### config.mk
export PLATFORM = sky130hd
export DESIGN_NAME = cache_l2_fa_responder
export DESIGN_NICKNAME = d
export VERILOG_FILES = /design/src/rtl/cache_l2_fa_responder_pkg.sv /design/src/rtl/cache_l2_fa_responder_lru_age.sv /design/src/rtl/cache_l2_fa_responder.sv
export SDC_FILE = /design/constraint.sdc
export NUM_CORES = 1
export LEC_CHECK = 0
export ABC_AREA = 1
export CAP_MARGIN = 20
export CORE_UTILIZATION = 45
export CTS_CLUSTER_DIAMETER = 150
export DETAILED_ROUTE_END_ITERATION = 6
export HOLD_SLACK_MARGIN = 0.02
export MAX_ROUTING_LAYER = met4
export PLACE_DENSITY = 0.64
export SLEW_MARGIN = 20
export SYNTH_ARGS = -nofsm -noshare
export SYNTH_HDL_FRONTEND = slang
export SYNTH_SLANG_ARGS = --single-unit
### constraint.sdc
create_clock -name clk -period 4.8 [get_ports clk]
set_clock_uncertainty 0.2 [all_clocks]
set_input_delay 0.96 -clock clk [delete_from_list [all_inputs] [get_ports clk]]
set_output_delay 0.96 -clock clk [all_outputs]
set_load 0.02 [all_outputs]
### src/rtl/cache_l2_fa_responder_pkg.sv
`default_nettype none
// ============================================================================
// Module   : cache_l2_fa_responder_pkg
// Purpose  : Shared constants, FSM state encoding and address field helpers
//            for the fully associative L2 responder (also used by L1).
// Contents : ADDR_W / DATA_W / LINES widths, derived index/tag widths,
//            state_t encoding, addr_tag() / addr_off() slice helpers.
// Revision : 1.0 - initial release
// ============================================================================
package cache_l2_fa_responder_pkg;

  localparam int ADDR_W = 7;                  // word address width
  localparam int DATA_W = 17;                 // word width
  localparam int LINES  = 8;                  // fully associative entries
  localparam int IDX_W  = $clog2(LINES);      // line index / age width
  localparam int TAG_W  = ADDR_W - 1;         // two words per line

  typedef enum logic [2:0] {
    ST_IDLE   = 3'd0,
    ST_LOOKUP = 3'd1,
    ST_MEM_WR = 3'd2,
    ST_FILL0  = 3'd3,
    ST_FILL1  = 3'd4,
    ST_RESP   = 3'd5
  } state_t;

  // Line tag is everything above the word offset.
  function automatic logic [TAG_W-1:0] addr_tag(input logic [ADDR_W-1:0] addr);
    return addr[ADDR_W-1:1];
  endfunction

  // Word offset within a two-word line.
  function automatic logic addr_off(input logic [ADDR_W-1:0] addr);
    return addr[0];
  endfunction

endpackage
`default_nettype wire

### src/rtl/cache_l2_fa_responder_lru_age.sv
`default_nettype none
// ============================================================================
// Module   : l2_lru_age
// Purpose  : True-LRU bookkeeping for the L2 via one age counter per line.
//            Age 0 is most recently used, LINES-1 least recently used.
// Ports    : clk, reset       - clock, asynchronous active-high reset
//            i_touch          - mark i_touch_idx as most recently used
//            i_touch_idx      - line being touched
//            o_victim_idx     - line whose age is LINES-1
// Revision : 1.0 - initial release
// ============================================================================
module l2_lru_age
  import cache_l2_fa_responder_pkg::*;
(
  input  logic             clk,
  input  logic             reset,
  input  logic             i_touch,
  input  logic [IDX_W-1:0] i_touch_idx,
  output logic [IDX_W-1:0] o_victim_idx
);

  logic [IDX_W-1:0] r_age [LINES];
  logic [IDX_W-1:0] w_ref_age;
  logic [IDX_W-1:0] w_victim;

  assign w_ref_age = r_age[i_touch_idx];

  // Only lines younger than the touched one age, so the set of ages stays a
  // permutation of 0..LINES-1 at all times.
  always_ff @(posedge clk or posedge reset) begin
    if (reset) begin
      for (int i = 0; i < LINES; i++) begin
        r_age[i] <= IDX_W'(i);
      end
    end else if (i_touch) begin
      for (int i = 0; i < LINES; i++) begin
        if (IDX_W'(i) == i_touch_idx) begin
          r_age[i] <= '0;
        end else if (r_age[i] < w_ref_age) begin
          r_age[i] <= r_age[i] + 1'b1;
        end
      end
    end
  end

  always_comb begin
    w_victim = '0;
    for (int i = 0; i < LINES; i++) begin
      if (r_age[i] == IDX_W'(LINES - 1)) begin
        w_victim = IDX_W'(i);
      end
    end
  end

  assign o_victim_idx = w_victim;

endmodule
`default_nettype wire

### src/rtl/cache_l2_fa_responder.sv
`default_nettype none
// ============================================================================
// Module   : cache_l2_fa_responder
// Purpose  : 8-line fully associative, 2-word/line, write-through,
//            no-write-allocate L2 servicing one L1 request at a time.
// Ports    : clk, reset                 - clock, async active-high reset
//            i_req_valid/o_req_ready    - L1 request handshake
//            i_req_wren/addr/data       - request type, word address, data
//            o_resp_valid/data/hit      - one-cycle completion pulse
//            o_mem_req/wren/addr/wdata  - memory request, held until ack
//            i_mem_ack/i_mem_rdata      - memory completion / read data
// Revision : 1.0 - initial release
// ============================================================================
module cache_l2_fa_responder
  import cache_l2_fa_responder_pkg::*;
(
  input  logic              clk,
  input  logic              reset,
  input  logic              i_req_valid,
  output logic              o_req_ready,
  input  logic              i_req_wren,
  input  logic [ADDR_W-1:0] i_req_addr,
  input  logic [DATA_W-1:0] i_req_data,
  output logic              o_resp_valid,
  output logic [DATA_W-1:0] o_resp_data,
  output logic              o_resp_hit,
  output logic              o_mem_req,
  output logic              o_mem_wren,
  output logic [ADDR_W-1:0] o_mem_addr,
  output logic [DATA_W-1:0] o_mem_wdata,
  input  logic              i_mem_ack,
  input  logic [DATA_W-1:0] i_mem_rdata
);

  state_t              r_state;
  logic                r_wren;
  logic [ADDR_W-1:0]   r_addr;
  logic [DATA_W-1:0]   r_wdata;
  logic                r_hit;       // lookup result, reported on write completion
  logic [IDX_W-1:0]    r_line;      // line being refilled

  logic [LINES-1:0]    r_valid;
  logic [TAG_W-1:0]    r_tag   [LINES];
  logic [DATA_W-1:0]   r_word0 [LINES];
  logic [DATA_W-1:0]   r_word1 [LINES];

  logic                r_resp_valid;
  logic [DATA_W-1:0]   r_resp_data;
  logic                r_resp_hit;
  logic                r_mem_req;
  logic                r_mem_wren;
  logic [ADDR_W-1:0]   r_mem_addr;
  logic [DATA_W-1:0]   r_mem_wdata;

  logic [LINES-1:0]    w_match;
  logic                w_hit;
  logic [IDX_W-1:0]    w_hit_idx;
  logic                w_any_free;
  logic [IDX_W-1:0]    w_first_free;
  logic [IDX_W-1:0]    w_lru_victim;
  logic [IDX_W-1:0]    w_alloc_idx;
  logic [DATA_W-1:0]   w_hit_word;
  logic                w_touch;
  logic [IDX_W-1:0]    w_touch_idx;
  logic [TAG_W-1:0]    w_tag;
  logic                w_off;

  assign w_tag = addr_tag(r_addr);
  assign w_off = addr_off(r_addr);

  // --------------------------------------------------------------------------
  // Parallel tag compare and victim selection
  // --------------------------------------------------------------------------
  always_comb begin
    w_match = '0;
    for (int i = 0; i < LINES; i++) begin
      w_match[i] = r_valid[i] && (r_tag[i] == w_tag);
    end
  end

  assign w_hit = |w_match;

  always_comb begin
    w_hit_idx = '0;
    for (int i = 0; i < LINES; i++) begin
      if (w_match[i]) begin
        w_hit_idx = IDX_W'(i);
      end
    end
  end

  // Scan downward so the lowest-index invalid line wins.
  always_comb begin
    w_any_free   = 1'b0;
    w_first_free = '0;
    for (int i = LINES - 1; i >= 0; i--) begin
      if (!r_valid[i]) begin
        w_any_free   = 1'b1;
        w_first_free = IDX_W'(i);
      end
    end
  end

  assign w_alloc_idx = w_any_free ? w_first_free : w_lru_victim;
  assign w_hit_word  = w_off ? r_word1[w_hit_idx] : r_word0[w_hit_idx];

  // Hits (read or write) and completed refills make the line most recent.
  assign w_touch     = ((r_state == ST_LOOKUP) && w_hit) ||
                       ((r_state == ST_FILL1) && i_mem_ack);
  assign w_touch_idx = (r_state == ST_FILL1) ? r_line : w_hit_idx;

  l2_lru_age u_lru (
    .clk          (clk),
    .reset        (reset),
    .i_touch      (w_touch),
    .i_touch_idx  (w_touch_idx),
    .o_victim_idx (w_lru_victim)
  );

  // --------------------------------------------------------------------------
  // Tag and data storage; no reset needed since r_valid qualifies every entry
  // --------------------------------------------------------------------------
  always_ff @(posedge clk) begin
    if ((r_state == ST_LOOKUP) && r_wren && w_hit) begin
      if (w_off) begin
        r_word1[w_hit_idx] <= r_wdata;
      end else begin
        r_word0[w_hit_idx] <= r_wdata;
      end
    end
    if ((r_state == ST_FILL0) && i_mem_ack) begin
      r_word0[r_line] <= i_mem_rdata;
    end
    if ((r_state == ST_FILL1) && i_mem_ack) begin
      r_word1[r_line] <= i_mem_rdata;
      r_tag[r_line]   <= w_tag;
    end
  end

  // --------------------------------------------------------------------------
  // Control FSM with registered outputs
  // --------------------------------------------------------------------------
  always_ff @(posedge clk or posedge reset) begin
    if (reset) begin
      r_state      <= ST_IDLE;
      r_valid      <= '0;
      r_wren       <= 1'b0;
      r_addr       <= '0;
      r_wdata      <= '0;
      r_hit        <= 1'b0;
      r_line       <= '0;
      r_resp_valid <= 1'b0;
      r_resp_data  <= '0;
      r_resp_hit   <= 1'b0;
      r_mem_req    <= 1'b0;
      r_mem_wren   <= 1'b0;
      r_mem_addr   <= '0;
      r_mem_wdata  <= '0;
    end else begin
      r_resp_valid <= 1'b0;
      case (r_state)
        ST_IDLE: begin
          if (i_req_valid) begin
            r_wren  <= i_req_wren;
            r_addr  <= i_req_addr;
            r_wdata <= i_req_data;
            r_state <= ST_LOOKUP;
          end
        end

        ST_LOOKUP: begin
          r_hit <= w_hit;
          if (r_wren) begin
            // Write-through regardless of hit; a miss does not allocate.
            r_mem_req   <= 1'b1;
            r_mem_wren  <= 1'b1;
            r_mem_addr  <= r_addr;
            r_mem_wdata <= r_wdata;
            r_state     <= ST_MEM_WR;
          end else if (w_hit) begin
            r_resp_valid <= 1'b1;
            r_resp_data  <= w_hit_word;
            r_resp_hit   <= 1'b1;
            r_state      <= ST_RESP;
          end else begin
            r_line     <= w_alloc_idx;
            r_mem_req  <= 1'b1;
            r_mem_wren <= 1'b0;
            r_mem_addr <= {w_tag, 1'b0};
            r_state    <= ST_FILL0;
          end
        end

        ST_MEM_WR: begin
          if (i_mem_ack) begin
            r_mem_req    <= 1'b0;
            r_mem_wren   <= 1'b0;
            r_resp_valid <= 1'b1;
            r_resp_data  <= r_wdata;
            r_resp_hit   <= r_hit;
            r_state      <= ST_RESP;
          end
        end

        ST_FILL0: begin
          // mem_req stays asserted; only the address moves to word 1.
          if (i_mem_ack) begin
            r_mem_addr <= {w_tag, 1'b1};
            r_state    <= ST_FILL1;
          end
        end

        ST_FILL1: begin
          if (i_mem_ack) begin
            r_mem_req       <= 1'b0;
            r_valid[r_line] <= 1'b1;
            r_resp_valid    <= 1'b1;
            r_resp_data     <= w_off ? i_mem_rdata : r_word0[r_line];
            r_resp_hit      <= 1'b0;
            r_state         <= ST_RESP;
          end
        end

        ST_RESP: begin
          r_state <= ST_IDLE;
        end

        default: begin
          r_state <= ST_IDLE;
        end
      endcase
    end
  end

  // A correctly maintained tag store never holds the same tag twice.
  always @(posedge clk) begin
    if (!reset && (r_state == ST_LOOKUP)) begin
      assert ($onehot0(w_match));
    end
  end

  assign o_req_ready  = (r_state == ST_IDLE) && !reset;
  assign o_resp_valid = r_resp_valid;
  assign o_resp_data  = r_resp_data;
  assign o_resp_hit   = r_resp_hit;
  assign o_mem_req    = r_mem_req;
  assign o_mem_wren   = r_mem_wren;
  assign o_mem_addr   = r_mem_addr;
  assign o_mem_wdata  = r_mem_wdata;

endmodule
`default_nettype wire

; ---- After elaboration in Yosys (flattened, before gate mapping)
; Memories as Yosys holds them, arrays and structs flattened.
; Cells that the tools add are included.
[totals]
register_bits = 109
mem_bits_rw = 320
inputBits = 46
output_inout_bits = 46
wordCells = 235
mem_count = 3
[mem_list]
columns = name, words, word_bits, rd, rd_ports_with_merged_regs, write_ports, line_no
row1 = r_word0, 8, 17, 2, 0, 1, cache_l2_fa_responder.sv:44  ; logic [DATA_W-1:0] r_word0 [LINES];
row2 = r_word1, 8, 17, 1, 0, 1, cache_l2_fa_responder.sv:45  ; logic [DATA_W-1:0] r_word1 [LINES];
row3 = r_tag, 8, 6, 8, 0, 1, cache_l2_fa_responder.sv:43  ; logic [TAG_W-1:0] r_tag [LINES];
[classes]
add_sub_neg = 8
n_lt_le_gt_ge = 11
eq_ne = 34
n_mux = 101
bitwise = 4
n_reduce_logical = 52
[ops]
columns = operator, count
row1 = two-way mux 17 bit, 8
row2 = two-way mux 3 bit, 45
row3 = case mux 17 bit (3 select lines), 1
row4 = == test 6 bit, 8
row5 = two-way mux 1 bit, 34
row6 = OR reduction 17 bit, 2
row7 = "adder 3 x 1 -> 3 bit, second input constant", 8
row8 = "== test 3 bit, second input constant", 8
row9 = < comparator 3 bit, 8
row10 = AND reduction 2 bit, 11
row11 = nonzero test 2 bit, 11
row12 = two-way mux 7 bit, 3
row13 = logical AND 1 bit, 15
row14 = AND reduction 3 bit, 5
row15 = case mux 7 bit (2 select lines), 1
row16 = "== test 3 bit, first input constant", 4
row17 = "inequality test 2 bit, second input constant", 6
row18 = case mux 3 bit (4 select lines), 1
row19 = binary-select mux 3 bit (select 3 bit), 1
row20 = OR 8 bit, 1
row21 = OR reduction 8 bit, 1
row22 = "== test 2 x 3 -> 1 bit, first input constant", 2
row23 = "== test 3 x 2 -> 1 bit, second input constant", 2
row24 = zero test 3 bit, 2
row25 = other kinds (18), 22

; ---- Longest topological paths before layout
; Gate-level depths: netlist (run 1).
; An unclocked memory read counts as a cell.
[depth]
ltp_word = 18
mapped_depth = 29
mapped_depth_nobuf = 29

; ---- Modules after synthesis
; From an unflattened synthesis (run 1), not the netlist that was laid out.
[unflattened]
hier_cells = 2370
area_unflattened_um2 = 21530.6
[modules_own_cells]
columns = mod, n_inst, cells_each, area_each_um2
row1 = cache_l2_fa_responder, 1, 2053, 19331.0
row2 = l2_lru_age, 1, 317, 2199.6

; ---- Worst setup path before layout (run 1)
; OpenSTA, ideal clock, no wires.
[synth_timing]
path_kind = register to register
start = register r_addr[6]
end = memory r_word1[0][0] (enable)
setup_time_ns = 0.390
t_arrival_ns = 2.922
path_slack_ns = 1.287
stages_incl_launch_ff = 15
cell_sequence = dfrtp_1 inv_2 buf_6 nor2_1 nor3b_1 nand4_1 nand2_1 nand2_2 nand2_4 nand2_4 buf_4 clkbuf_1 o21ai_0 inv_1 nor2_1
[synth_via]
elab_chain_len = 10
[synth_lines]
columns = element, line_no
row1 = from (decl), cache_l2_fa_responder.sv:37  ; logic [ADDR_W-1:0] r_addr;
row2 = from (signal assigned), cache_l2_fa_responder.sv:165  ; r_addr <= i_req_addr;
row3 = == test 6 bit, cache_l2_fa_responder.sv:77  ; w_match[i] = r_valid[i] && (r_tag[i] == w_tag);
row4 = logical AND 1 bit, cache_l2_fa_responder.sv:77
row5 = two-way mux 1 bit, cache_l2_fa_responder.sv:86  ; if (w_match[i]) begin
row6 = two-way mux 3 bit (6 in a row), cache_l2_fa_responder.sv:86
row7 = two-way mux 3 bit (no line), -
row8 = to (decl), cache_l2_fa_responder.sv:45
; Several ways; a longest one is shown, not always the timed one.

; ---- Final worst setup path (run 1)
[layout_timing]
start = register r_addr[6]
end = register u_lru.r_age[14] (netlist bit)
[layout_via]
elab_chain_len = 17
[layout_lines]
columns = element, line_no
row1 = == test 6 bit, cache_l2_fa_responder.sv:77
row2 = logical AND 1 bit, cache_l2_fa_responder.sv:77
row3 = two-way mux 1 bit, cache_l2_fa_responder.sv:86
row4 = two-way mux 3 bit (6 in a row), cache_l2_fa_responder.sv:86
row5 = two-way mux 3 bit, cache_l2_fa_responder.sv:110  ; assign w_touch_idx = (r_state == ST_FILL1) ? r_line : w_hit_idx;
row6 = inverter 3 -> 4 bit (implied by the code), cache_l2_fa_responder_lru_age.sv:26  ; assign w_ref_age = r_age[i_touch_idx];
row7 = binary-select mux 3 bit (select 3 bit), cache_l2_fa_responder_lru_age.sv:26
row8 = two-way mux 3 bit (implied by the code) (2 in a row), cache_l2_fa_responder_lru_age.sv:26
row9 = < comparator 3 bit, cache_l2_fa_responder_lru_age.sv:39  ; end else if (r_age[i] < w_ref_age) begin
row10 = nonzero test 2 bit (no line), -
row11 = AND reduction 2 bit (no line), -
row12 = "to (signal, indexed assignment)", cache_l2_fa_responder_lru_age.sv:33  ; r_age[i] <= IDX_W'(i);
row13 = "to (signal, indexed assignment)", cache_l2_fa_responder_lru_age.sv:40  ; r_age[i] <= r_age[i] + 1'b1;
row14 = to (decl), cache_l2_fa_responder_lru_age.sv:22  ; logic [IDX_W-1:0] r_age [LINES];
; Several ways; a longest one is shown, not always the timed one. The select of a mux whose other input is x is not followed.
; A chain may end at the register's enable or synchronous reset.

==> results of run 1 <==
[cell usage in the layout, fill, tap and decap left out, types with 10 or more instances in the layout]
cell               n
o21ai_0          256
buf_4             48
dfstp_2           12
nand2_2           20
nor2_2            12
o221ai_1          46
nand3_1          142
clkbuf_1          14
clkinv_1          17
edfxtp_1         320
o21ai_1           26
inv_2             13
a21oi_1          125
clkbuf_16         48
o211ai_1          10
ha_1              23
nor2_1           198
clkdlybuf4s50_1   91
dfrtp_1           96
a221oi_1          12
nand2_1          333
a32oi_1           13
inv_1            190
o22ai_1           37
[worst max-delay path: cells and delay by family (launching register included)]
family	cells	cell delay, ns
fa+ha+maj	1	0.30
compound gates	2	0.33
simple gates	17	2.18
buf+inv	4	0.53
flops	1	0.65
[sequential cells by signal, summed over array words and instances, names as in the netlist, 3 cells and up]
register and count:
r_wdata 17, r_tag 48, r_addr 7, o_mem_addr 7
o_resp_data 17, r_word1 136, u_lru.r_age 24, o_mem_wdata 17
r_valid 8, r_line 3, r_word0 136, r_state 3
[cells in the mapped netlist (2+ instances only)]
cell type | n | area, um^2
a2111oi_0 | 2 | 17.5
a21oi_1 | 125 | 626
a221oi_1 | 12 | 105
a32oi_1 | 13 | 114
buf_1 | 7 | 26.3
buf_2 | 13 | 65.1
buf_4 | 6 | 45.0
buf_6 | 4 | 45.0
clkbuf_1 | 82 | 308
clkinv_1 | 13 | 48.8
dfrtp_1 | 97 | 2430
dfstp_2 | 12 | 315
edfxtp_1 | 320 | 9610
ha_1 | 23 | 288
inv_1 | 191 | 717
inv_2 | 13 | 48.8
nand2_1 | 333 | 1250
nand2_2 | 20 | 125
nand2_4 | 5 | 56.3
nand3_1 | 142 | 711
nand3_2 | 7 | 70.1
nand3_4 | 3 | 52.6
nand4_1 | 8 | 50.1
nor2_1 | 206 | 773
nor2_2 | 5 | 31.3
nor3_1 | 5 | 25.0
o211ai_1 | 10 | 75.1
o21ai_0 | 256 | 1280
o21ai_1 | 26 | 130
o221ai_1 | 46 | 403
o22ai_1 | 37 | 231
o31ai_1 | 2 | 15.0
or2_1 | 3 | 18.8
xnor2_1 | 2 | 17.5
xor2_1 | 5 | 43.8
[kinds of logic after synthesis]
logic type	count (synthesis)	synth area share
simple gates	743	0.158
flops	429	0.609
buf+inv	329	0.0643
fa+ha+maj	23	0.0142
xor+xnor	7	0.00302
compound gates	538	0.151
[per-stage QoR]
step / hold WS, ns / setup WS [ns] / total power, mW / util / area [um^2]
floorplan: 0.249 / 0.786 / 9.82 / - / 20300
global placement: 0.264 / 0.659 / 12.0 / 0.495 / 22000
detailed placement: 0.273 / 0.589 / 12.2 / 0.495 / 22000
CTS: 0.281 / 0.555 / 15.7 / 0.529 / 23500
global route: 0.300 / 0.0769 / 16.6 / 0.529 / 23500
finish: 0.277 / 0.476 / 15.7 / 0.529 / 23500
[per-layer routing]
metal	wire, um	part of all wire	global-route usage
met5	0	0	-
met4	2340	0.038	0.114
met3	6340	0.10	0.0474
met2	26800	0.44	0.393
met1	25900	0.42	0.381
[power by group through the flow]
stage / Sequential [mW] / Combinational [mW] / Clock, mW
after detailed placement: 5.44 / 6.75 / 0
after floorplan: 5.48 / 4.34 / 0
final: 5.38 / 6.84 / 3.52
after CTS: 5.38 / 6.78 / 3.55
after global routing: 5.45 / 7.50 / 3.69
after global placement: 5.43 / 6.62 / 0
[layout make-up]
| cell class | count | area [um^2] | share of cell area |
|---|---|---|---|
| multi-input combinational | 1311 | 6650 | 0.284 |
| tap | 592 | 741 | 0.0316 |
| inverter | 217 | 817 | 0.0348 |
| clock buffer | 71 | 1380 | 0.0587 |
| clock inverter | 17 | 125 | 0.00533 |
| timing repair buffer | 145 | 1390 | 0.0593 |
| sequential | 429 | 12400 | 0.527 |
[worst paths after layout]
path                                   endpoint  slack [ns]  cells after the start
worst max-delay path            u_lru.r_age[14]        0.48                     24
worst min-delay path            u_lru.r_age[18]        0.28                      2
worst max register to register  u_lru.r_age[14]        0.48                     24
worst min register to register  u_lru.r_age[18]        0.28                      2
max in group asynchronous       u_lru.r_age[12]        2.87                      3
min in group asynchronous             r_addr[4]        0.69                      2
==> impl_table.tex, run 1 <==
\begin{tabular}{lr}
\hline
Metric & Value \\
\hline
\multicolumn{2}{l}{\textbf{Timing}} \\
Peak Freq & approximately 230 MHz \\
Relative slew margins & 0.222 \\
Final setup violation count & 0 \\
RSZ-0062 raised after global routing & no \\
Worst Tran Pin Value & approximately 1.2 ns \\
Period utilisation layout & 0.901 \\
Hold Violations, Final & 0 \\
Number of max-slew violations in the final report & 0 \\
Sum of negative setup slack & 0 ns \\
Final critical-path required period & roughly 4.3 ns \\
\multicolumn{2}{l}{\textbf{Setup path}} \\
Beginning of the critical path & r\_addr[6] \\
Data arrival time of the critical path & between 4 and 5 ns \\
Beginning of the worst register-to-register path & r\_addr[6] \\
Critical-path cell list & inv\_2 > nand2\_1 > nor3b\_1 > nand2\_1 > nor2\_1 > nor2\_2 > nand2\_2 > nand3\_1 > nand2\_4 > inv\_2 > nor2\_1 > inv\_1 > o22ai\_1 > o21ai\_0 > nand2\_1 > ha\_1 > nand2\_1 > clkinv\_1 > nand2\_1 > nand2\_1 > nand2\_2 > nand2\_2 > nand2\_1 > nand2\_1 \\
Startpoint Class & flip-flop \\
Type of the worst setup path & reg -> reg \\
Peak fanout along the critical path & 15 \\
Type of element capturing the critical path & flip-flop \\
Peak per-stage delay on the critical path & roughly 0.65 ns \\
Critical Path Most Common Cell & nand2\_1 \\
CP max stage cell & dfrtp\_1 \\
Worst endpoint required time & roughly 5.1 ns \\
\multicolumn{2}{l}{\textbf{GRT}} \\
Number of global-route vias before repair & between 15k and 20k \\
Global-route usage over all layers & 0.272 \\
First-pass GRT wire length & 92400 um \\
Sum of overflow across all layers after global routing & 0 \\
Maximum number of pins on one net before global-route repair & a little under 90 \\
Initial antenna violation count & 0 \\
\multicolumn{2}{l}{\textbf{Min path}} \\
Class of the most critical hold timing path & reg -> reg \\
Launch point of the worst hold path & u\_lru.r\_age[18] \\
\multicolumn{2}{l}{\textbf{Final layout}} \\
Antenna cells & 0 \\
Area delta synth->final & 15.6\% \\
Net total in the final layout & approximately 2.2k \\
Fillers & about 4k \\
Filler-free cell count of the finished design & roughly 2.8k \\
Ratio of cells with drive above 1 in the final layout & 0.0922 \\
\multicolumn{2}{l}{\textbf{Clock network}} \\
Number of buffers added for setup after CTS & 0 \\
CTS Hold Bufs & 0 \\
Worst skew pair latency & about 0.59 ns \\
Number of levels in the clock H-tree & 2 \\
Clock input transition at the sequential cells of the worst setup and hold paths & approximately 0.060 ns \\
Total clock buffers created by CTS & 47 \\
Number of gates given a new drive strength after cts & 0 \\
Clock net sink count & approximately 430 \\
Clock tree from TritonCTS & done \\
Cell at the root of the clock tree & clkbuf\_16 \\
Deepest clock path buffer count & 3 \\
\multicolumn{2}{l}{\textbf{Power}} \\
Cell Pwr Density & approximately 670 nW/um\^{}2 \\
Sequential share of power & 0.342 \\
Net switching fraction of the power & 0.425 \\
Cell internal power dissipation & 9.05 mW \\
Max IR drop VDD & roughly 370 uV \\
Clock share of power & 0.224 \\
Leakage power & 9.19 nW \\
Power dissipated by switching net loads & 6.70 mW \\
Proportion of power drawn by combinational gates & 0.435 \\
\multicolumn{2}{l}{\textbf{Drt}} \\
Routed length per instance & about 22 um \\
Total wire length after detailed routing & between 60000 and 70000 um \\
Number of vias in the routed layout & roughly 16k \\
Detailed Route Iter0 Violations & around 2k \\
Antenna Violating Nets Remaining & 0 \\
Iteration count of the initial detailed-routing pass & 7 \\
Per-cell via count in the routed design & just under 6 \\
Drc violations & 1 \\
\multicolumn{2}{l}{\textbf{Synth}} \\
Mean post-synth cell area & 9.80 um\^{}2 \\
Async set-reset flop share out of synthesis & 0.254 \\
Top flip-flop cell by instance count after synthesis & edfxtp\_1 \\
Count of flip-flops with a built-in enable after synthesis & 320 \\
Number of different library cells in the post-synthesis netlist & 50 \\
Synthesized cell area & 20300 um\^{}2 \\
Gate count of the mapped netlist & 2069 \\
Net count of the mapped netlist & 2138 \\
Number of synthesized register bits & roughly 430 \\
Synthesis Warnings & 0 \\
Sequential cell area fraction in the yosys report & 0.609 \\
\multicolumn{2}{l}{\textbf{Floorplanning}} \\
Row cnt & 77 \\
I/O pin cnt & 92 \\
Die Height & $\sim$210 um \\
Total Die Area & about 46000 um\^{}2 \\
X dimension of the die & about 210 um \\
Floorplan Core Area & around 44000 um\^{}2 \\
Starting density of the core & 0.458 \\
\multicolumn{2}{l}{\textbf{Placed design}} \\
Gp weighted congestion & 0.906 \\
Port buffer count & 91 \\
Detailed placer's ending HPWL & roughly 40000 um \\
Placed Cells incl. Taps & 2694 \\
\multicolumn{2}{l}{\textbf{Outcome}} \\
Violated checks & DRC \\
Result of the run & complete, but fails checks \\
\multicolumn{2}{l}{\textbf{Flow run}} \\
Max Cap Violations & 0 \\
\hline
\end{tabular}
(Power assumes the default switching activity.)
==> inputs of run 2 (changes only) <==
Settings changed: CTS_CLUSTER_DIAMETER 150 to 60, REMOVE_ABC_BUFFERS from default to 1.
==> run 2 against run 1 <==
Compared with the run above: fmax grew 2.8%; the run now ends clean; largest power group unchanged; flip-flop and latch count unchanged; non-clock buffer count grew 11; via count down 0.89%; count of clock-buffer cells in the layout shrank 2; register-to-register slack improved by 0.12 ns; die area unchanged.
==> impl_table.tex, run 2 (synthesis results as in run 1) <==
\begin{tabular}{lr}
\hline
Metric & Value \\
\hline
\multicolumn{2}{l}{\textbf{Power}} \\
Proportion of power drawn by combinational gates & 0.427 (-0.008) \\
Sequential share of power & 0.333 (-0.009) \\
Cell Pwr Density & 674 nW/um\^{}2 (+0.42\%) \\
Net switching fraction of the power & 0.413 (-0.0129) \\
Clock share of power & 0.240 (+0.016) \\
Overall Power & 15.9 mW (+1.2\%) \\
Power dissipated by switching net loads & 6.58 mW (-1.8\%) \\
Cell internal power dissipation & 9.37 mW (+3.5\%) \\
Max IR drop VDD & 382 uV (+2.4\%) \\
Leakage power & 9.31 nW (+1.3\%) \\
\multicolumn{2}{l}{\textbf{Setup path}} \\
CP bufs+invs & 5 (+1) \\
Termination of the worst setup path & r\_word1[1][6] \\
CP max stage cell & nor2\_1 \\
Peak fanout along the critical path & 14 (-1) \\
Data arrival time of the critical path & 4.30 ns (-0.29 ns) \\
Type of element capturing the critical path & flip-flop \\
Beginning of the worst register-to-register path & r\_addr[2] \\
Family with the most delay on the worst path & simple AND/OR/NAND/NOR gates \\
Levels on crit path & 14 (-42\%) \\
Critical-path cell list & inv\_2 > nand2\_1 > o221ai\_1 > a2111oi\_0 > a211oi\_1 > nand2\_1 > inv\_2 > nor2\_1 > inv\_1 > o21ai\_0 > buf\_4 > nand3\_1 > nor2\_1 > buf\_4 \\
Cells on worst reg2reg path & 14 (-42\%) \\
Beginning of the critical path & r\_addr[2] \\
Peak per-stage delay on the critical path & 0.69 ns (+0.04 ns) \\
Type of the worst setup path & reg -> reg \\
Setup slack of the most critical reg-to-reg path & 0.59 ns (+0.12 ns) \\
Startpoint Class & flip-flop \\
Endpoint of the most critical register-to-register path & r\_word1[1][6] \\
Worst endpoint required time & 4.90 ns (-0.17 ns) \\
\multicolumn{2}{l}{\textbf{Floorplanning}} \\
Floorplan Core Area & 44300 um\^{}2 (unchanged) \\
Total Die Area & 45900 um\^{}2 (unchanged) \\
Starting density of the core & 0.458 (unchanged) \\
Row cnt & 77 (unchanged) \\
X dimension of the die & 214 um (unchanged) \\
Die Height & 214 um (unchanged) \\
I/O pin cnt & 92 (unchanged) \\
\multicolumn{2}{l}{\textbf{Timing}} \\
Worst Tran Pin Value & 1.08 ns (-0.0858 ns) \\
Peak Freq & 238 MHz (+2.8\%) \\
Period utilisation layout & 0.877 (-0.0242) \\
Relative slew margins & 0.272 (+0.0504) \\
Hold Worst Slack & 0.281 ns (+0.00392 ns) \\
Final setup violation count & 0 (unchanged) \\
Sum of negative setup slack & 0 ns (unchanged) \\
Hold Violations, Final & 0 (unchanged) \\
Number of max-slew violations in the final report & 0 (unchanged) \\
RSZ-0062 raised after global routing & no \\
Final critical-path required period & 4.21 ns (-0.116 ns) \\
\multicolumn{2}{l}{\textbf{Clock network}} \\
Clock net sink count & 429 (unchanged) \\
Number of buffers added for setup after CTS & 0 (unchanged) \\
Clock input transition at the sequential cells of the worst setup and hold paths & 0.06 ns (about the same) \\
Number of levels in the clock H-tree & 2 (unchanged) \\
Worst skew pair latency & 0.59 ns (about the same) \\
Total clock buffers created by CTS & 48 (+2.1\%) \\
Clock tree from TritonCTS & done \\
Cell at the root of the clock tree & clkbuf\_16 \\
CTS Hold Bufs & 0 (unchanged) \\
Deepest clock path buffer count & 3 (unchanged) \\
Number of gates given a new drive strength after cts & 0 (unchanged) \\
\multicolumn{2}{l}{\textbf{Drt}} \\
Per-cell via count in the routed design & 5.75 (-1.4\%) \\
Iteration count of the initial detailed-routing pass & 6 (-1) \\
Number of vias in the routed layout & 16.1k (-0.89\%) \\
Routed length per instance & 20.8 um (-5.8\%) \\
Drc violations & 0 (-1) \\
Total wire length after detailed routing & 58100 um (-5.3\%) \\
Detailed Route Iter0 Violations & 1708 (-15\%) \\
Antenna Violating Nets Remaining & 0 (unchanged) \\
\multicolumn{2}{l}{\textbf{Final layout}} \\
Most frequent cells in the layout & 333 x nand2\_1, 320 x edfxtp\_1, 256 x o21ai\_0 \\
Antenna cells & 0 (unchanged) \\
Net total in the final layout & 2232 (+0.54\%) \\
Post-layout utilization of the core & 0.534 (+0.00438) \\
Largest registers & r\_word0: 136 flops, r\_word1: 136 flops, r\_tag: 48 flops \\
Ratio of cells with drive above 1 in the final layout & 0.0944 (+0.00218) \\
Most common cell after layout, fill and taps aside & nand2\_1 \\
Area delta synth->final & 16.6\% \\
\multicolumn{2}{l}{\textbf{GRT}} \\
Global-route usage over all layers & 0.260 (-0.0126) \\
Sum of overflow across all layers after global routing & 0 (unchanged) \\
Maximum number of pins on one net before global-route repair & 175 (+100\%) \\
Number of global-route vias before repair & 15.5k (+1.2\%) \\
First-pass GRT wire length & 89300 um (-3.4\%) \\
Initial antenna violation count & 0 (unchanged) \\
\multicolumn{2}{l}{\textbf{Placed design}} \\
Port buffer count & 91 (unchanged) \\
Gp weighted congestion & 0.899 (-0.77\%) \\
Detailed placer's ending HPWL & 37200 um (-6.4\%) \\
\multicolumn{2}{l}{\textbf{Flow run}} \\
Max Cap Violations & 0 (unchanged) \\
\multicolumn{2}{l}{\textbf{Min path}} \\
Class of the most critical hold timing path & reg -> reg \\
Launch point of the worst hold path & o\_mem\_wdata[3] \\
\multicolumn{2}{l}{\textbf{Outcome}} \\
Result of the run & completed \\
\hline
\end{tabular}
run 2: worst min-delay path, stage by stage, from the launching register on:
cell	delay (ns)
dfrtp_1	0.34
nand2_1	0.05
o21ai_0	0.06
run 2: how the worst min path moves through the flow:
stage                      end  slack, ns  cells after the start
6_report        o_mem_wdata[3]       0.28                      2
2_1_floorplan            r_hit       0.25                      2
3_3_place_gp   o_mem_wdata[11]       0.27                      2
4_1_cts        u_lru.r_age[18]       0.28                      2
5_1_grt         o_mem_wdata[2]       0.30                      2
3_5_place_dp    o_mem_wdata[3]       0.27                      2
run 2: stage by stage:
step           setup WS [ns]  instances  area, um^2
3_5_place_dp           0.725       2705       22000
3_3_place_gp           0.777       2705       22000
4_1_cts                0.672       2795       23700
2_1_floorplan          0.308       1957       19800
5_1_grt                0.231       2795       23700
6_report               0.592       2795       23700
run 2: cell type report:
| cell class | count | area (um^2) |
|---|---|---|
| well taps | 592 | 741 |
| inverters | 217 | 817 |
| clock buffers | 69 | 1340 |
| multi-input cells | 1311 | 6640 |
| fillers | 3928 | 20700 |
| flip-flops and latches | 429 | 12400 |
| repair buffers | 156 | 1450 |
| clock inverters | 21 | 310 |
run 2: power groups by stage:
| stage | logic [mW] | clock network (mW) | registers [mW] |
|---|---|---|---|
| floorplan | 4.01 | 0 | 5.57 |
| detailed placement | 6.76 | 0 | 5.36 |
| global route | 7.55 | 4.00 | 5.37 |
| CTS | 6.78 | 3.88 | 5.30 |
| global placement | 6.67 | 0 | 5.35 |
| finish | 6.81 | 3.83 | 5.30 |
run 2: layer usage:
metal / part of all wire / global-route usage
met3: 0.088 / 0.0379
met5: 0 / -
met1: 0.42 / 0.349
met2: 0.46 / 0.401
met4: 0.030 / 0.0976
==> inputs of run 3 (changes only) <==
Settings changed: CORE_ASPECT_RATIO from default to 1.2.
==> run 3 against run 2 <==
Compared with the run above: cell count down 1.5%; die area about the same; flip-flop and latch count stayed put; sequential share of layout area is 0.51 points higher; via count down 0.16%; count of clock-buffer cells in the layout down 11; worst hold slack got worse by 0.0034 ns; sequential power increased by 0.9%; core utilization shrank 0.31 points; clock power decreased by 5.7%; design area down 0.97%; global-route usage up 1.1 points.
==> impl_table.tex, run 3 (synthesis results as in run 1) <==
\begin{tabular}{lr}
\hline
Metric & Value \\
\hline
\multicolumn{2}{l}{\textbf{Min path}} \\
Class of the most critical hold timing path & reg -> reg \\
Launch point of the worst hold path & u\_lru.r\_age[0] \\
\multicolumn{2}{l}{\textbf{Drt}} \\
Antenna Violating Nets Remaining & 0 (unchanged) \\
Per-cell via count in the routed design & 5.83 (+1.4\%) \\
Routed length per instance & 21.7 um (+4.6\%) \\
Iteration count of the initial detailed-routing pass & 6 (unchanged) \\
Drc violations & 0 (unchanged) \\
Total wire length after detailed routing & 59800 um (+3.0\%) \\
Detailed Route Iter0 Violations & 1418 (-17\%) \\
Number of vias in the routed layout & 16.0k (-0.16\%) \\
\multicolumn{2}{l}{\textbf{Power}} \\
Leakage power & 9.22 nW (-0.91\%) \\
Cell internal power dissipation & 9.08 mW (-3.0\%) \\
Cell Pwr Density & 675 nW/um\^{}2 (about the same) \\
Sequential share of power & 0.338 (+0.005) \\
Proportion of power drawn by combinational gates & 0.433 (+0.006) \\
Max IR drop VDD & 346 uV (-9.4\%) \\
Clock share of power & 0.229 (-0.011) \\
Power dissipated by switching net loads & 6.72 mW (+2.2\%) \\
Net switching fraction of the power & 0.425 (+0.0127) \\
\multicolumn{2}{l}{\textbf{Timing}} \\
Relative slew margins & 0.276 (+0.00354) \\
Worst Tran Pin Value & 1.07 ns (-0.00525 ns) \\
Hold Violations, Final & 0 (unchanged) \\
Period utilisation layout & 0.896 (+0.0192) \\
Peak Freq & 233 MHz (-2.1\%) \\
Final setup violation count & 0 (unchanged) \\
Sum of negative setup slack & 0 ns (unchanged) \\
Final critical-path required period & 4.30 ns (+0.0920 ns) \\
RSZ-0062 raised after global routing & no \\
Number of max-slew violations in the final report & 0 (unchanged) \\
\multicolumn{2}{l}{\textbf{Final layout}} \\
Area delta synth->final & 15.5\% \\
Filler-free cell count of the finished design & 2752 (-1.5\%) \\
Most frequent cells in the layout & 333 x nand2\_1, 320 x edfxtp\_1, 256 x o21ai\_0 \\
Fillers & 3926 (-0.051\%) \\
Largest registers & r\_word0: 136 flops, r\_word1: 136 flops, r\_tag: 48 flops \\
Ratio of cells with drive above 1 in the final layout & 0.0944 (about the same) \\
Most common cell after layout, fill and taps aside & nand2\_1 \\
Net total in the final layout & 2224 (-0.36\%) \\
\multicolumn{2}{l}{\textbf{Placed design}} \\
Detailed placer's ending HPWL & 39600 um (+6.4\%) \\
Gp weighted congestion & 0.952 (+5.8\%) \\
Placed Cells incl. Taps & 2667 (-1.4\%) \\
Port buffer count & 91 (unchanged) \\
\multicolumn{2}{l}{\textbf{Setup path}} \\
Beginning of the worst register-to-register path & r\_addr[6] \\
Worst endpoint required time & 5.07 ns (+0.17 ns) \\
Cells on worst reg2reg path & 27 (+13) \\
Beginning of the critical path & r\_addr[6] \\
Type of element capturing the critical path & flip-flop \\
Data arrival time of the critical path & 4.57 ns (+0.27 ns) \\
Type of the worst setup path & reg -> reg \\
Termination of the worst setup path & u\_lru.r\_age[22] \\
Startpoint Class & flip-flop \\
Endpoint of the most critical register-to-register path & u\_lru.r\_age[22] \\
Setup slack of the most critical reg-to-reg path & 0.50 ns (-0.09 ns) \\
Peak fanout along the critical path & 15 (+1) \\
\multicolumn{2}{l}{\textbf{Clock network}} \\
Cell at the root of the clock tree & clkbuf\_16 \\
Clock input transition at the sequential cells of the worst setup and hold paths & 0.06 ns (about the same) \\
Worst skew pair latency & 0.60 ns (about the same) \\
CTS Hold Bufs & 0 (unchanged) \\
Total clock buffers created by CTS & 45 (-6.3\%) \\
Number of buffers added for setup after CTS & 0 (unchanged) \\
Number of levels in the clock H-tree & 2 (unchanged) \\
Deepest clock path buffer count & 3 (unchanged) \\
Clock tree from TritonCTS & done \\
Clock net sink count & 429 (unchanged) \\
Number of gates given a new drive strength after cts & 0 (unchanged) \\
\multicolumn{2}{l}{\textbf{Floorplanning}} \\
Die Height & 235 um (+9.5\%) \\
X dimension of the die & 196 um (-8.6\%) \\
Total Die Area & 45900 um\^{}2 (about the same) \\
Row cnt & 84 (+9.1\%) \\
Starting density of the core & 0.459 (+0.00182) \\
I/O pin cnt & 92 (unchanged) \\
Floorplan Core Area & 44100 um\^{}2 (-0.40\%) \\
\multicolumn{2}{l}{\textbf{GRT}} \\
First-pass GRT wire length & 90700 um (+1.5\%) \\
Maximum number of pins on one net before global-route repair & 68 (-61\%) \\
Initial antenna violation count & 1 (+1) \\
Global-route usage over all layers & 0.271 (+0.0114) \\
Number of global-route vias before repair & 15.4k (-0.46\%) \\
Sum of overflow across all layers after global routing & 0 (unchanged) \\
\multicolumn{2}{l}{\textbf{Flow run}} \\
Max Cap Violations & 0 (unchanged) \\
\multicolumn{2}{l}{\textbf{Outcome}} \\
Result of the run & completed \\
\hline
\end{tabular}
## run 3: cell count changes in the layout (fill, tap and decap cells not counted), moves of 2 or more
cell	change
clkinv_1	-2
clkbuf_16	-2
buf_4	-2
inv_6	-2
bufinv_16	-3
clkinvlp_4	+2
clkinv_2	+6
clkbuf_1	-8
inv_4	+2
buf_12	-3
## run 3: worst min-delay path by stage
stage | cells past startpoint | end
after global routing | 2 | u_lru.r_age[0]
after floorplan | 2 | r_hit
after detailed placement | 2 | u_lru.r_age[0]
after global placement | 2 | u_lru.r_age[6]
after CTS | 2 | u_lru.r_age[0]
final | 2 | u_lru.r_age[0]
## run 3: worst max-delay path, cell delays in order, from the launching register on
cell and delay (ns):
dfrtp_1 0.69, inv_2 0.28, a21oi_1 0.21, nand2_1 0.07, nor2_1 0.11, nand2_1 0.09, nand2_1 0.06, nand2_1 0.05
nand2_1 0.07, nand2_2 0.06, nand2_4 0.08, nand3_4 0.14, nand2_4 0.18, inv_1 0.11, nor2_1 0.23, inv_1 0.09
o22ai_1 0.12, o21ai_0 0.11, nand2_1 0.36, ha_1 0.30, nand2_1 0.07, clkinv_1 0.05, nand2_1 0.05, nand2_1 0.06
nand2_2 0.09, nand2_2 0.08, nand2_1 0.08, nand2_1 0.06
## run 3: area by class of cell
cell class              instances  area (um^2)  area share
flip-flops and latches        429        12400       0.527
repair buffers                151         1370      0.0587
clock inverters                26          289      0.0123
multi-input cells            1311         6640       0.284
inverters                     217          817      0.0349
clock buffers                  58         1250      0.0532
diodes                          1         2.50    0.000107
well taps                     559          699      0.0299
## run 3: through the flow
stage          utilization  worst slack (ns)  hold WS (ns)  cell area (um^2)  total power [mW]
2_1_floorplan            -             0.308         0.249             19800              9.58
6_report             0.531             0.500         0.277             23400              15.8
3_5_place_dp         0.496             0.607         0.270             21900              12.2
3_3_place_gp         0.496             0.763         0.264             21900              12.0
5_1_grt              0.531             0.137         0.299             23400              16.7
4_1_cts              0.531             0.579         0.278             23400              15.8
## run 3: power groups by stage
stage | clock network [mW] | registers [mW] | logic, mW
floorplan | 0 | 5.57 | 4.01
global placement | 0 | 5.40 | 6.62
detailed placement | 0 | 5.41 | 6.76
CTS | 3.65 | 5.34 | 6.79
global route | 3.78 | 5.40 | 7.52
finish | 3.61 | 5.35 | 6.84
## run 3: metal layers
metal	vias to the layer above	GRT usage	wire length [um]
li1	7394	-	-
met1	7713	0.325	23400
met2	778	0.455	29500
met3	150	0.0393	4330
met4	0	0.124	2590
met5	-	-	0
